File: src/rtl/mips_pkg.sv
// Shared definitions for the multicycle MIPS fetch front end: FSM state
// encoding, pc_src selector codes, word size and the default reset vector.
package mips_pkg;

  localparam int unsigned XLEN       = 32;
  localparam int unsigned WORD_BYTES = 4;

  localparam logic [XLEN-1:0] DEFAULT_RESET_VECTOR = 32'h0000_0000;

  // Fetch driver FSM states
  typedef enum logic [2:0] {
    ST_INIT      = 3'd0,
    ST_FETCH     = 3'd1,
    ST_WAIT_EXEC = 3'd2,
    ST_UPDATE    = 3'd3,
    ST_FAULT     = 3'd4
  } fetch_state_e;

  // Control-flow source reported by the execute stages
  typedef enum logic [1:0] {
    PC_SRC_SEQ    = 2'd0,
    PC_SRC_BRANCH = 2'd1,
    PC_SRC_JUMP   = 2'd2,
    PC_SRC_REG    = 2'd3
  } pc_src_e;

  // A target is a legal fetch address only if it sits on a word boundary
  function automatic logic is_word_aligned(input logic [1:0] lsbs);
    return (lsbs == 2'b00);
  endfunction

endpackage

File: src/rtl/next_pc_calc.sv
// Combinational next-PC selection for the fetch driver.
// Ports:
//   i_pc_cur        current PC
//   i_pc_src        0 seq, 1 branch, 2 jump, 3 register
//   i_branch_taken  qualifies the branch source
//   i_imm16         branch offset in words
//   i_jtarget       26-bit jump index
//   i_rtarget       register (jr) target
//   o_target_c      selected next PC
//   o_misaligned_c  selected target is not word aligned
module next_pc_calc
  import mips_pkg::*;
#(
  parameter int unsigned WIDTH = XLEN
) (
  input  logic [WIDTH-1:0] i_pc_cur,
  input  logic [1:0]       i_pc_src,
  input  logic             i_branch_taken,
  input  logic [15:0]      i_imm16,
  input  logic [25:0]      i_jtarget,
  input  logic [WIDTH-1:0] i_rtarget,
  output logic [WIDTH-1:0] o_target_c,
  output logic             o_misaligned_c
);

  logic [WIDTH-1:0] w_p4;
  logic [WIDTH-1:0] w_br_off;
  logic [WIDTH-1:0] w_jump;

  // Sequential address wraps naturally at the top of the address space
  assign w_p4     = i_pc_cur + WIDTH'(WORD_BYTES);
  // Word offset -> sign-extended byte offset
  assign w_br_off = {{(WIDTH-18){i_imm16[15]}}, i_imm16, 2'b00};
  // Jump stays inside the 256 MB region of the delay-slot address
  assign w_jump   = {w_p4[WIDTH-1:28], i_jtarget, 2'b00};

  // Target select
  always_comb begin
    o_target_c = w_p4;
    case (pc_src_e'(i_pc_src))
      PC_SRC_SEQ:    o_target_c = w_p4;
      PC_SRC_BRANCH: o_target_c = i_branch_taken ? (w_p4 + w_br_off) : w_p4;
      PC_SRC_JUMP:   o_target_c = w_jump;
      PC_SRC_REG:    o_target_c = i_rtarget;
      default:       o_target_c = w_p4;
    endcase
  end

  assign o_misaligned_c = !is_word_aligned(o_target_c[1:0]);

endmodule

File: src/rtl/pc_fetch_driver.sv
// Program-counter driver for the multicycle MIPS core. Loads the PC register
// via pc_next/hit, fetches the instruction at the current PC over a req/ack
// handshake into an instruction register, then waits for execute to report
// control flow and loads the selected target.
// Ports:
//   clock, reset_n        rising-edge clock, synchronous active-low reset
//   pc_cur                PC register output
//   pc_next, hit          PC register input and one-cycle load strobe
//   mem_req, mem_addr     instruction read request / address
//   mem_ack, mem_rdata    read data valid / instruction word
//   instr, instr_valid    instruction register and its valid flag
//   exec_done             execute finished current instruction
//   pc_src, branch_taken, imm16, jtarget, rtarget   control-flow inputs
//   fault                 sticky fetch-timeout / misaligned-target flag
module pc_fetch_driver
  import mips_pkg::*;
#(
  parameter int unsigned     WIDTH        = XLEN,
  parameter logic [WIDTH-1:0] RESET_VECTOR = DEFAULT_RESET_VECTOR,
  parameter int unsigned     TIMEOUT      = 255
) (
  input  logic             clock,
  input  logic             reset_n,
  input  logic [WIDTH-1:0] pc_cur,
  output logic [WIDTH-1:0] pc_next,
  output logic             hit,
  output logic             mem_req,
  output logic [WIDTH-1:0] mem_addr,
  input  logic             mem_ack,
  input  logic [31:0]      mem_rdata,
  output logic [31:0]      instr,
  output logic             instr_valid,
  input  logic             exec_done,
  input  logic [1:0]       pc_src,
  input  logic             branch_taken,
  input  logic [15:0]      imm16,
  input  logic [25:0]      jtarget,
  input  logic [WIDTH-1:0] rtarget,
  output logic             fault
);

  localparam int unsigned CNT_W = (TIMEOUT > 1) ? $clog2(TIMEOUT) : 1;

  fetch_state_e     r_state, w_state_nxt;
  logic [WIDTH-1:0] r_pc_next, w_pc_next_nxt;
  logic             r_hit, w_hit_nxt;
  logic             r_mem_req, w_mem_req_nxt;
  logic [WIDTH-1:0] r_mem_addr, w_mem_addr_nxt;
  logic [31:0]      r_instr, w_instr_nxt;
  logic             r_instr_valid, w_instr_valid_nxt;
  logic             r_fault, w_fault_nxt;
  logic [CNT_W-1:0] r_cnt, w_cnt_nxt;

  logic [WIDTH-1:0] w_target;
  logic             w_misaligned;

  next_pc_calc #(.WIDTH(WIDTH)) u_next_pc_calc (
    .i_pc_cur       (pc_cur),
    .i_pc_src       (pc_src),
    .i_branch_taken (branch_taken),
    .i_imm16        (imm16),
    .i_jtarget      (jtarget),
    .i_rtarget      (rtarget),
    .o_target_c     (w_target),
    .o_misaligned_c (w_misaligned)
  );

  // State and output registers
  always_ff @(posedge clock) begin
    if (!reset_n) begin
      r_state       <= ST_INIT;
      r_pc_next     <= RESET_VECTOR;
      r_hit         <= 1'b0;
      r_mem_req     <= 1'b0;
      r_mem_addr    <= '0;
      r_instr       <= '0;
      r_instr_valid <= 1'b0;
      r_fault       <= 1'b0;
      r_cnt         <= '0;
    end else begin
      r_state       <= w_state_nxt;
      r_pc_next     <= w_pc_next_nxt;
      r_hit         <= w_hit_nxt;
      r_mem_req     <= w_mem_req_nxt;
      r_mem_addr    <= w_mem_addr_nxt;
      r_instr       <= w_instr_nxt;
      r_instr_valid <= w_instr_valid_nxt;
      r_fault       <= w_fault_nxt;
      r_cnt         <= w_cnt_nxt;
    end
  end

  // Next-state and next-output logic
  always_comb begin
    w_state_nxt       = r_state;
    w_pc_next_nxt     = r_pc_next;
    w_hit_nxt         = 1'b0;
    w_mem_req_nxt     = r_mem_req;
    w_mem_addr_nxt    = r_mem_addr;
    w_instr_nxt       = r_instr;
    w_instr_valid_nxt = r_instr_valid;
    w_fault_nxt       = r_fault;
    w_cnt_nxt         = r_cnt;

    case (r_state)
      ST_INIT: begin
        w_pc_next_nxt = RESET_VECTOR;
        w_hit_nxt     = 1'b1;
        w_state_nxt   = ST_FETCH;
      end

      ST_FETCH: begin
        if (!r_mem_req) begin
          // While hit is high the PC register is still loading, so pc_cur
          // is stale; issue the request one cycle later.
          if (!r_hit) begin
            w_mem_req_nxt  = 1'b1;
            w_mem_addr_nxt = pc_cur;
            w_cnt_nxt      = '0;
          end
        end else if (mem_ack) begin
          w_instr_nxt       = mem_rdata;
          w_instr_valid_nxt = 1'b1;
          w_mem_req_nxt     = 1'b0;
          w_cnt_nxt         = '0;
          w_state_nxt       = ST_WAIT_EXEC;
        end else if (r_cnt == CNT_W'(TIMEOUT - 1)) begin
          w_fault_nxt   = 1'b1;
          w_mem_req_nxt = 1'b0;
          w_state_nxt   = ST_FAULT;
        end else begin
          w_cnt_nxt = r_cnt + CNT_W'(1);
        end
      end

      ST_WAIT_EXEC: begin
        if (exec_done) begin
          if (w_misaligned) begin
            w_fault_nxt = 1'b1;
            w_state_nxt = ST_FAULT;
          end else begin
            w_pc_next_nxt = w_target;
            w_hit_nxt     = 1'b1;
            w_state_nxt   = ST_UPDATE;
          end
        end
      end

      ST_UPDATE: begin
        w_instr_valid_nxt = 1'b0;
        w_state_nxt       = ST_FETCH;
      end

      ST_FAULT: begin
        w_mem_req_nxt = 1'b0;
        w_fault_nxt   = 1'b1;
      end

      default: begin
        w_state_nxt = ST_INIT;
      end
    endcase
  end

  assign pc_next     = r_pc_next;
  assign hit         = r_hit;
  assign mem_req     = r_mem_req;
  assign mem_addr    = r_mem_addr;
  assign instr       = r_instr;
  assign instr_valid = r_instr_valid;
  assign fault       = r_fault;

endmodule

File: config.mk
export PLATFORM = sky130hd
export DESIGN_NAME = pc_fetch_driver
export DESIGN_NICKNAME = d
export VERILOG_FILES = /design/src/rtl/mips_pkg.sv /design/src/rtl/next_pc_calc.sv /design/src/rtl/pc_fetch_driver.sv
export SDC_FILE = /design/constraint.sdc
export NUM_CORES = 1
export LEC_CHECK = 0
export ABC_CLOCK_PERIOD_IN_PS = 9800
export CAP_MARGIN = 10
export CORE_MARGIN = 2
export CORE_UTILIZATION = 50
export CTS_CLUSTER_SIZE = 16
export DETAILED_ROUTE_END_ITERATION = 8
export PLACE_DENSITY = 0.93
export SYNTH_ARGS = -nofsm -noshare
export SYNTH_HDL_FRONTEND = slang
export SYNTH_SLANG_ARGS = --single-unit
File: constraint.sdc
create_clock -name clock -period 9.8 [get_ports clock]
set_input_delay 1.47 -clock clock [delete_from_list [all_inputs] [get_ports clock]]
set_output_delay 1.47 -clock clock [all_outputs]
set_load 0.02 [all_outputs]
==> flow_metrics.tcl <==
set metrics [dict create \
    outcome "finished, final reports clean" \
    dieWidth_microns 124.7 \
    first_iter_violations 545 \
    crit_chain "clkdlybuf4s50_1 > and4_1 > and3_1 > and2_1 > nand4_1 > xnor2_1 > ha_1 > a21o_1 > a21o_1 > a2111oi_0 > o21a_1 > nor3_2 > a2111oi_2 > and4b_1 > o21ai_1 > a311oi_1" \
    gp_congestion 1.013 \
    setup_slack_ps 4564 \
    clock-sinks 111 \
    yosys_warnings 0 \
    fin_crit_sh_pct 53.43 \
    antenna_found_initial 0 \
    wirelength_mm 24.47 \
    die_area_sq_mm 0.01555 \
    grt_max_degree 85 \
    crit_path_start_kind "input port" \
    synth_edf_count 0 \
    seq_area_sq_mm 0.002222 \
    ys_seq_area_share_pct 30.50 \
    grt_usage_pct 30.92 \
    finalNonFillerCells 1368 \
    grt_overflow 0 \
    drive_gt1_share_pct 4.645 \
    routedWlPerCell_microns 17.88 \
    diodes 0 \
    fin_nets 1362 \
    hp-class "register to register" \
    finalMaxSlewViolations 0 \
    fillers 1156 \
    cts_hold_buf 0 \
    max_cap_violations 0 \
    synthArstFlopShare_pct 0 \
    cts_tree "built" \
    post-place-ws_ps 4245 \
    placed_cells 1351 \
    finClkSkew_ps 5.550 \
    hold_viol 0 \
    synth_area_leader_cell "dfxtp_1" \
    fin_crit_ps 5236 \
    slowest_stage "clkdlybuf4s50_1" \
    area_growth_pct 38.92 \
    grt_pass1_vias 7442 \
    worst_pin_slew_ps 1131 \
    power_density_mw_per_mm2 125.4 \
    cts_resized 0 \
    final_area_sq_mm 0.01012 \
    multi_input_area_sq_mm 0.004781 \
    synth_ff_type "dfxtp_1" \
    path_max_fanout 6 \
    drtAntennaViolNets 0 \
    row_count 44 \
    critical_path.max_stage_delay_ps 590 \
    post_cts_buffers 0 \
    required_ps 10010 \
    yosys-top-cells-area "dfxtp_1 31%, nand2_1 12%, a21oi_1 8.1%" \
    htree_levels 3 \
    final.setup.tns_ps 0 \
    cp-startpoint "pc_cur[6]" \
    synth_nets 1155 \
    hpwl_mm 18.70 \
    postSynthCellCount 972 \
    synthTopCellsByCount "234 x nand2_1, 118 x a21oi_1, 111 x dfxtp_1" \
    power.leakage_nw 3.812 \
    drc_errors 0 \
    cp_num_buf_inv 1 \
    grt_first_pass_wirelength_mm 38.63 \
    synth_area_sq_mm 0.007284 \
    start_util_pct 50.70 \
    synth.most_common_cell "nand2_1" \
    setup_viol 0 \
    netlist.area_leader.share_pct 30.50 \
    cts_buffer_depth 2 \
    avgViaCountPerCell 5.773 \
    ys_ff_latch 111 \
    dr_total_vias 7897 \
    critPathMostFrequentCell "a21o_1" \
    cp-end-kind "register" \
    avgSynthCellArea_sq_um 7.494 \
    final_util_pct 70.43 \
    detail_route.first_pass.iterations 7 \
    timing.slew.headroom_pct 24.57 \
    placed_area_sq_mm 0.009786 \
    crit_type "input port to register" \
    cp_data_arrival_time_ps 5450 \
    grt_setup_unrepaired "false" \
    peakVddDrop_v 0.00008601 \
    synth_cell_types 81 \
    die-height_microns 124.7 \
    clock-root-buffer "clkbuf_16" \
    core_sq_mm 0.01437 \
    r2r-start "r_state[1]$_SDFFE_PN0P_" \
    path_clk_slew_ps 80 \
    worstSkewPairLatency_ps 360 \
    hp-start "pc_next[23]$_SDFFE_PN0P_" \
    path_delay_family "compound AO/OA/AOI/OAI gates" \
    numPortBuffers 244 \
    io_pins 245 \
    fmax_mhz 191.0 \
    numCtsBuffers 9 \
]
## sequential cells by signal, summed over array words and instances, names as in the netlist
name         cells
fault            1
hit              1
instr           32
instr_valid      1
mem_addr        32
mem_req          1
pc_next         32
r_cnt            8
r_state          3
## cell families after synthesis
group / count (synthesis) / synth area share [%]
simple gates: 404 / 25.64
compound gates: 271 / 24.00
flops: 111 / 30.50
buf+inv: 77 / 4.071
xor+xnor: 53 / 6.630
fa+ha+maj: 38 / 6.630
mux: 18 / 2.525
## layout by cell type (no fill, tap or decap), drive strengths merged, types with 6 or more instances in the layout
master / Yosys / final
nor2: 52 / 52
xor2: 17 / 17
nand4: 17 / 17
o21a: 8 / 8
ha: 37 / 37
dfxtp: 111 / 111
mux2i: 15 / 15
o211ai: 9 / 9
nor3: 20 / 20
nand3: 25 / 25
clkdlybuf4s50: 0 / 242
xnor2: 36 / 36
inv: 24 / 26
a22oi: 6 / 6
o21ai: 44 / 44
nand2b: 10 / 10
a21oi: 121 / 121
and3: 10 / 10
buf: 7 / 6
clkbuf: 46 / 11
nand2: 234 / 234
nor2b: 6 / 6
a21o: 17 / 17
and2: 8 / 8
a211oi: 6 / 6
## metal layers
| metal | global-route usage [%] | part of all wire [%] |
|---|---|---|
| met3 | 6.959 | 8.0 |
| met2 | 54.00 | 48 |
| met1 | 35.85 | 39 |
| met5 | 0 | 0 |
| met4 | 14.41 | 4.4 |
## metrics by stage
| step | hold slack (ps) | power, mW |
|---|---|---|
| final | 453.6 | 1.269 |
| after global routing | 470.8 | 1.321 |
| after global placement | 435.8 | 0.8771 |
| after floorplan | 458.4 | 0.7221 |
| after detailed placement | 445.9 | 0.8818 |
| after CTS | 455.5 | 1.263 |
## layout make-up
type                            instances  area share [%]
Multi-Input combinational cell        784           47.24
Timing Repair Buffer                  249           24.60
Sequential cell                       111           21.96
Tap cell                              184           2.275
Clock buffer                           10           2.263
Inverter                               24          0.8902
Clock inverter                          6          0.7666
## path summary, 6_finish.rpt
path                                   end  cells past startpoint  slack, ps
hold reg to reg   pc_next[23]$_SDFFE_PN0P_                      2        450
setup reg to reg  pc_next[18]$_SDFFE_PN0P_                      5       7420
setup / recovery  pc_next[26]$_SDFFE_PN0P_                     16       4560
hold / removal    pc_next[23]$_SDFFE_PN0P_                      2        450
## worst min-delay path, cell delays in order, from the launching register on
cell     delay, ps
dfxtp_1        310
nand2_1         50
a21oi_1         50
## report_power, final
| group | total [mW] | switching (mW) | leakage (nW) | internal [mW] |
|---|---|---|---|---|
| Combinational | 0.392 | 0.218 | 2.77 | 0.174 |
| Sequential | 0.487 | 0.0152 | 0.900 | 0.472 |
| Clock | 0.389 | 0.186 | 0.147 | 0.203 |
| Total | 1.27 | 0.419 | 3.81 | 0.850 |
Note: power is estimated with default switching activity, not from simulation.
==> RTL edit 1: new RTL, same settings <==
Register the output `fault` once more, with the module's reset; this adds one clock of latency there. The other outputs are not delayed to match.
--- a/src/rtl/pc_fetch_driver.sv
+++ b/src/rtl/pc_fetch_driver.sv
@@ -168,7 +168,13 @@
   assign mem_addr    = r_mem_addr;
   assign instr       = r_instr;
   assign instr_valid = r_instr_valid;
-  assign fault       = r_fault;
+  always_ff @(posedge clock) begin
+    if (!reset_n) begin
+      fault <= '0;
+    end else begin
+      fault <= r_fault;
+    end
+  end
 
 endmodule
 
Formal check against the unedited RTL: not equivalent (Yosys sat finds a counterexample within 10 cycles, from zero or initial values and one cycle with reset_n low).
==> RTL edit 1 against the unedited design <==
Setup slack lost 2.1 ps; wire length shrank 0.89%; global-route usage shrank 0.057 points; register-to-register slack lost 180 ps; non-clock buffer count grew 2; power shrank 3.6%; sequential share of layout area grew 0.59 points; cell area shrank 1.7%; count of clock-buffer cells in the layout grew 1; hold slack lost 0.68 ps; sequential cell count grew 1; synthesized area shrank 1.9%.
==> RTL edit 1: results (changes against the unedited design) <==
[final_layout]
fin_util_pct=71.4  ; was 70.4%
drive_above_1_share_pct=3.87  ; was 4.65%
num-fill-cells=1077  ; was 1156

[global_route]
grt_pass1_vias=7415  ; was 7442
grt_max_degree=82  ; was 85
grt_usage_pct=30.9  ; about the same

[route]
wirelength_um=24200  ; was 24500 um
drtIter0Drc=871  ; was 545
wire_per_inst_um=18.0  ; was 17.9 um
drtPass1Iterations=5  ; was 7

[logic_synthesis]
synth.area.top_cells=dfxtp_1 31%, nand2_1 10%, a21oi_1 8.8%  ; was dfxtp_1 31%, nand2_1 12%, a21oi_1 8.1%
synth_commonest_cells=196 x nand2_1, 126 x a21oi_1, 112 x dfxtp_1, 58 x nor2_1, 46 x clkbuf_1  ; was 234 x nand2_1, 118 x a21oi_1, 111 x dfxtp_1, 52 x nor2_1, 46 x clkbuf_1
synth_cells=948  ; was 972

[place]
gp_congestion=0.969  ; was 1.01
place_area_sq_um=9660  ; was 9790 sq um

[pwr]
ir_drop_mv=0.115  ; was 0.0860 mV
power_leakage_nw=3.71  ; was 3.81 nW

[timing]
timing.final.crit_share_pct=53.5  ; was 53.4%
skew_ps=8.55  ; was 5.55 ps

[setup_path]
critPathMaxFanout=8  ; was 6
reg2reg_to=pc_next[28]  ; was pc_next[18]
max_stage_delay_ps=770  ; was 590 ps
startpoint=pc_cur[7]  ; was pc_cur[6]
reg2reg_from=r_state[0]  ; was r_state[1]
worstRegToRegCells=7  ; was 5

[run_status]
outcome=complete, no violations  ; unchanged

[RTL edit 1: cell types whose count changed after synthesis, sizes merged, moves of 6 or more]
cell,change
nand2,-38
nor3,-6
xnor2,-11
mux2,+6
nor2,+6
[RTL edit 1: logic make-up (layout without fill, tap and decap cells)]
family,after synthesis,after routing,synth area share (%)
and+or+nand+nor,378,378,24.6
DFF,112,112,31.4
buffers and inverters,75,291,4.08
AOI/OAI and AO/OA,269,269,23.2
adders and majority gates,38,38,6.76
muxes,29,29,4.22
xor gates and xnor gates,47,47,5.76
[RTL edit 1: worst min-delay path by stage]
stage / start / slack (ps) / end / cells past startpoint
2_1_floorplan: r_fault / 420 / fault / 1
3_3_place_gp: pc_next[17] / 430 / pc_next[17] / 2
3_5_place_dp: pc_next[9] / 440 / pc_next[9] / 2
4_1_cts: pc_next[19] / 450 / pc_next[19] / 2
5_1_grt: pc_next[19] / 470 / pc_next[19] / 2
6_report: pc_next[19] / 450 / pc_next[19] / 2
[RTL edit 1: report_power, final]
part | switching [mW] | total, mW | leakage, nW | internal, mW
Sequential | 0.0136 | 0.489 | 0.908 | 0.475
Combinational | 0.204 | 0.370 | 2.66 | 0.166
Clock | 0.185 | 0.364 | 0.137 | 0.178
[RTL edit 1: tightest hold or removal path, delay by kind of cell (launching register included)]
family / cells / cell delay [ps]
DFF: 1 / 320
and+or+nand+nor: 2 / 90
[RTL edit 1: area by class of cell]
cell class,count,share of cell area [%]
flip-flops and latches,112,22.5
inverters,24,0.906
clock buffers,11,2.34
multi-input cells,761,46.4
repair buffers,251,25.1
well taps,180,2.26
clock inverters,5,0.465
[RTL edit 1: layer usage]
layer	global-route usage, %	part of all wire [%]	vias to the layer above
li1	-	-	3803
met3	5.95	7.3	61
met4	13.6	3.7	0
met5	0	0	-
met1	38.1	40	3679
met2	52.2	49	353
==> RTL edit 2: new RTL, same flow settings <==
Made on the original files. The parameter `TIMEOUT` goes from 255 to 510.
--- a/src/rtl/pc_fetch_driver.sv
+++ b/src/rtl/pc_fetch_driver.sv
@@ -17,7 +17,7 @@
 #(
   parameter int unsigned     WIDTH        = XLEN,
   parameter logic [WIDTH-1:0] RESET_VECTOR = DEFAULT_RESET_VECTOR,
-  parameter int unsigned     TIMEOUT      = 255
+  parameter int unsigned     TIMEOUT      = 510
 ) (
   input  logic             clock,
   input  logic             reset_n,
Check against the original RTL: same outputs for any inputs over 4 cycles, from zero or initial values and one cycle with reset_n low; that may be too few to reach the edited logic, so the function may still have changed.
==> RTL edit 2 against the unedited design <==
Setup slack worse by 420 ps; power up 1.4%; count of clock-buffer cells in the layout unchanged; global-route usage up 1.1 points; critical path depth unchanged; via count up 1.5%; die area down 0.62%; clock power down 4%; largest power group unchanged; sequential cell count up 1; synthesized area down 0.64%; cell area down 0.80%; wire length up 5.6%; synthesized cell count down 1.1%; sequential share of layout area up 0.38 points.
==> RTL edit 2: results (changes against the unedited design) <==
[pwr]
pwr.group.sequential_mw=0.497  ; was 0.487 mW
comb-power_mw=0.416  ; was 0.392 mW
power_leakage_nw=3.74  ; was 3.81 nW
ir_drop_mv=0.114  ; was 0.0860 mV
swShare_pct=34.1  ; was 33.0%

[final_layout]
buffer_area_share_pct=24.9  ; was 24.6%
multiInputCombCellCount=766  ; was 784
inv_count=27  ; was 24
final_nets=1350  ; was 1362
multi_input_area_sq_um=4680  ; was 4780 sq um
clk_share_pct=2.89  ; was 3.03%
seq_area_share_pct=22.3  ; was 22.0%
drive_above_1_share_pct=4.10  ; was 4.65%
area_growth_pct=38.7  ; was 38.9%
signal_buffers=251  ; was 249

[setup_path]
reg2reg_to=pc_next[10]  ; was pc_next[18]
cp.arrival_ps=5910  ; was 5450 ps
cp_top_family=simple AND/OR/NAND/NOR gates  ; was compound AO/OA/AOI/OAI gates
cp_slowest_cell=nor2b_1  ; was clkdlybuf4s50_1
critPathMaxFanout=11  ; was 6

[global_route]
grt_pass1_wl_um=40400  ; was 38600 um
grt_usage_pct=32.0  ; was 30.9%
grt_pass1_vias=7870  ; was 7442

[logic_synthesis]
ys_seq_area_share_pct=31.0  ; was 30.5%
synth_nets=1144  ; was 1155
synth_cells=961  ; was 972
synth.area.top_cells=dfxtp_1 31%, nand2_1 9.5%, a21oi_1 9.1%  ; was dfxtp_1 31%, nand2_1 12%, a21oi_1 8.1%
synthXorXnorAreaFrac_pct=7.00  ; was 6.63%
synth_commonest_cells=184 x nand2_1, 131 x a21oi_1, 112 x dfxtp_1, 66 x nor2_1, 52 x o21ai_0  ; was 234 x nand2_1, 118 x a21oi_1, 111 x dfxtp_1, 52 x nor2_1, 46 x clkbuf_1

[run_status]
outcome=complete, no violations  ; unchanged

[timing]
holdWs_ps=455  ; was 454 ps
skew_ps=9.83  ; was 5.55 ps

[route]
drtIter0Drc=683  ; was 545
wire_per_inst_um=19.1  ; was 17.9 um

[min_path]
holdCritStartpoint=pc_next[26]  ; was pc_next[23]

[place]
place_area_sq_um=9730  ; was 9790 sq um
dp_slack_ps=3850  ; was 4250 ps
dp_cells=1335  ; was 1351

[floorplan]
dieArea_sq_um=15500  ; was 15600 sq um

[clocking]
cts_sinks=112  ; was 111

RTL edit 2: changes by cell type in the layout (fill, tap and decap cells not counted), sizes merged, moves of 5 or more:
cell	delta
a21oi	+11
and2	-5
and3	+5
mux2i	-8
mux4	+5
nand2	-50
nor2	+15
nor2b	+5
nor3	-11
nor4	-5
o211ai	-7
o21ai	+16
o21bai	+6
o221ai	+6
RTL edit 2: how the worst max path moves through the flow:
stage / start / endpoint / slack [ps] / cells past startpoint
floorplan: pc_cur[7] / pc_next[31] / 5110 / 17
global placement: pc_cur[4] / pc_next[31] / 3980 / 16
detailed placement: pc_cur[4] / pc_next[31] / 3850 / 16
CTS: pc_cur[4] / pc_next[31] / 4210 / 16
global route: pc_cur[4] / pc_next[31] / 3840 / 16
finish: pc_cur[4] / pc_next[31] / 4140 / 16
RTL edit 2: per-layer routing:
layer	track usage (%)	wire length [um]	vias to the layer above
li1	-	-	3828
met1	38.5	10500	3762
met2	54.3	12400	357
met3	7.77	1900	71
met4	14.1	1040	0
met5	0	0	-
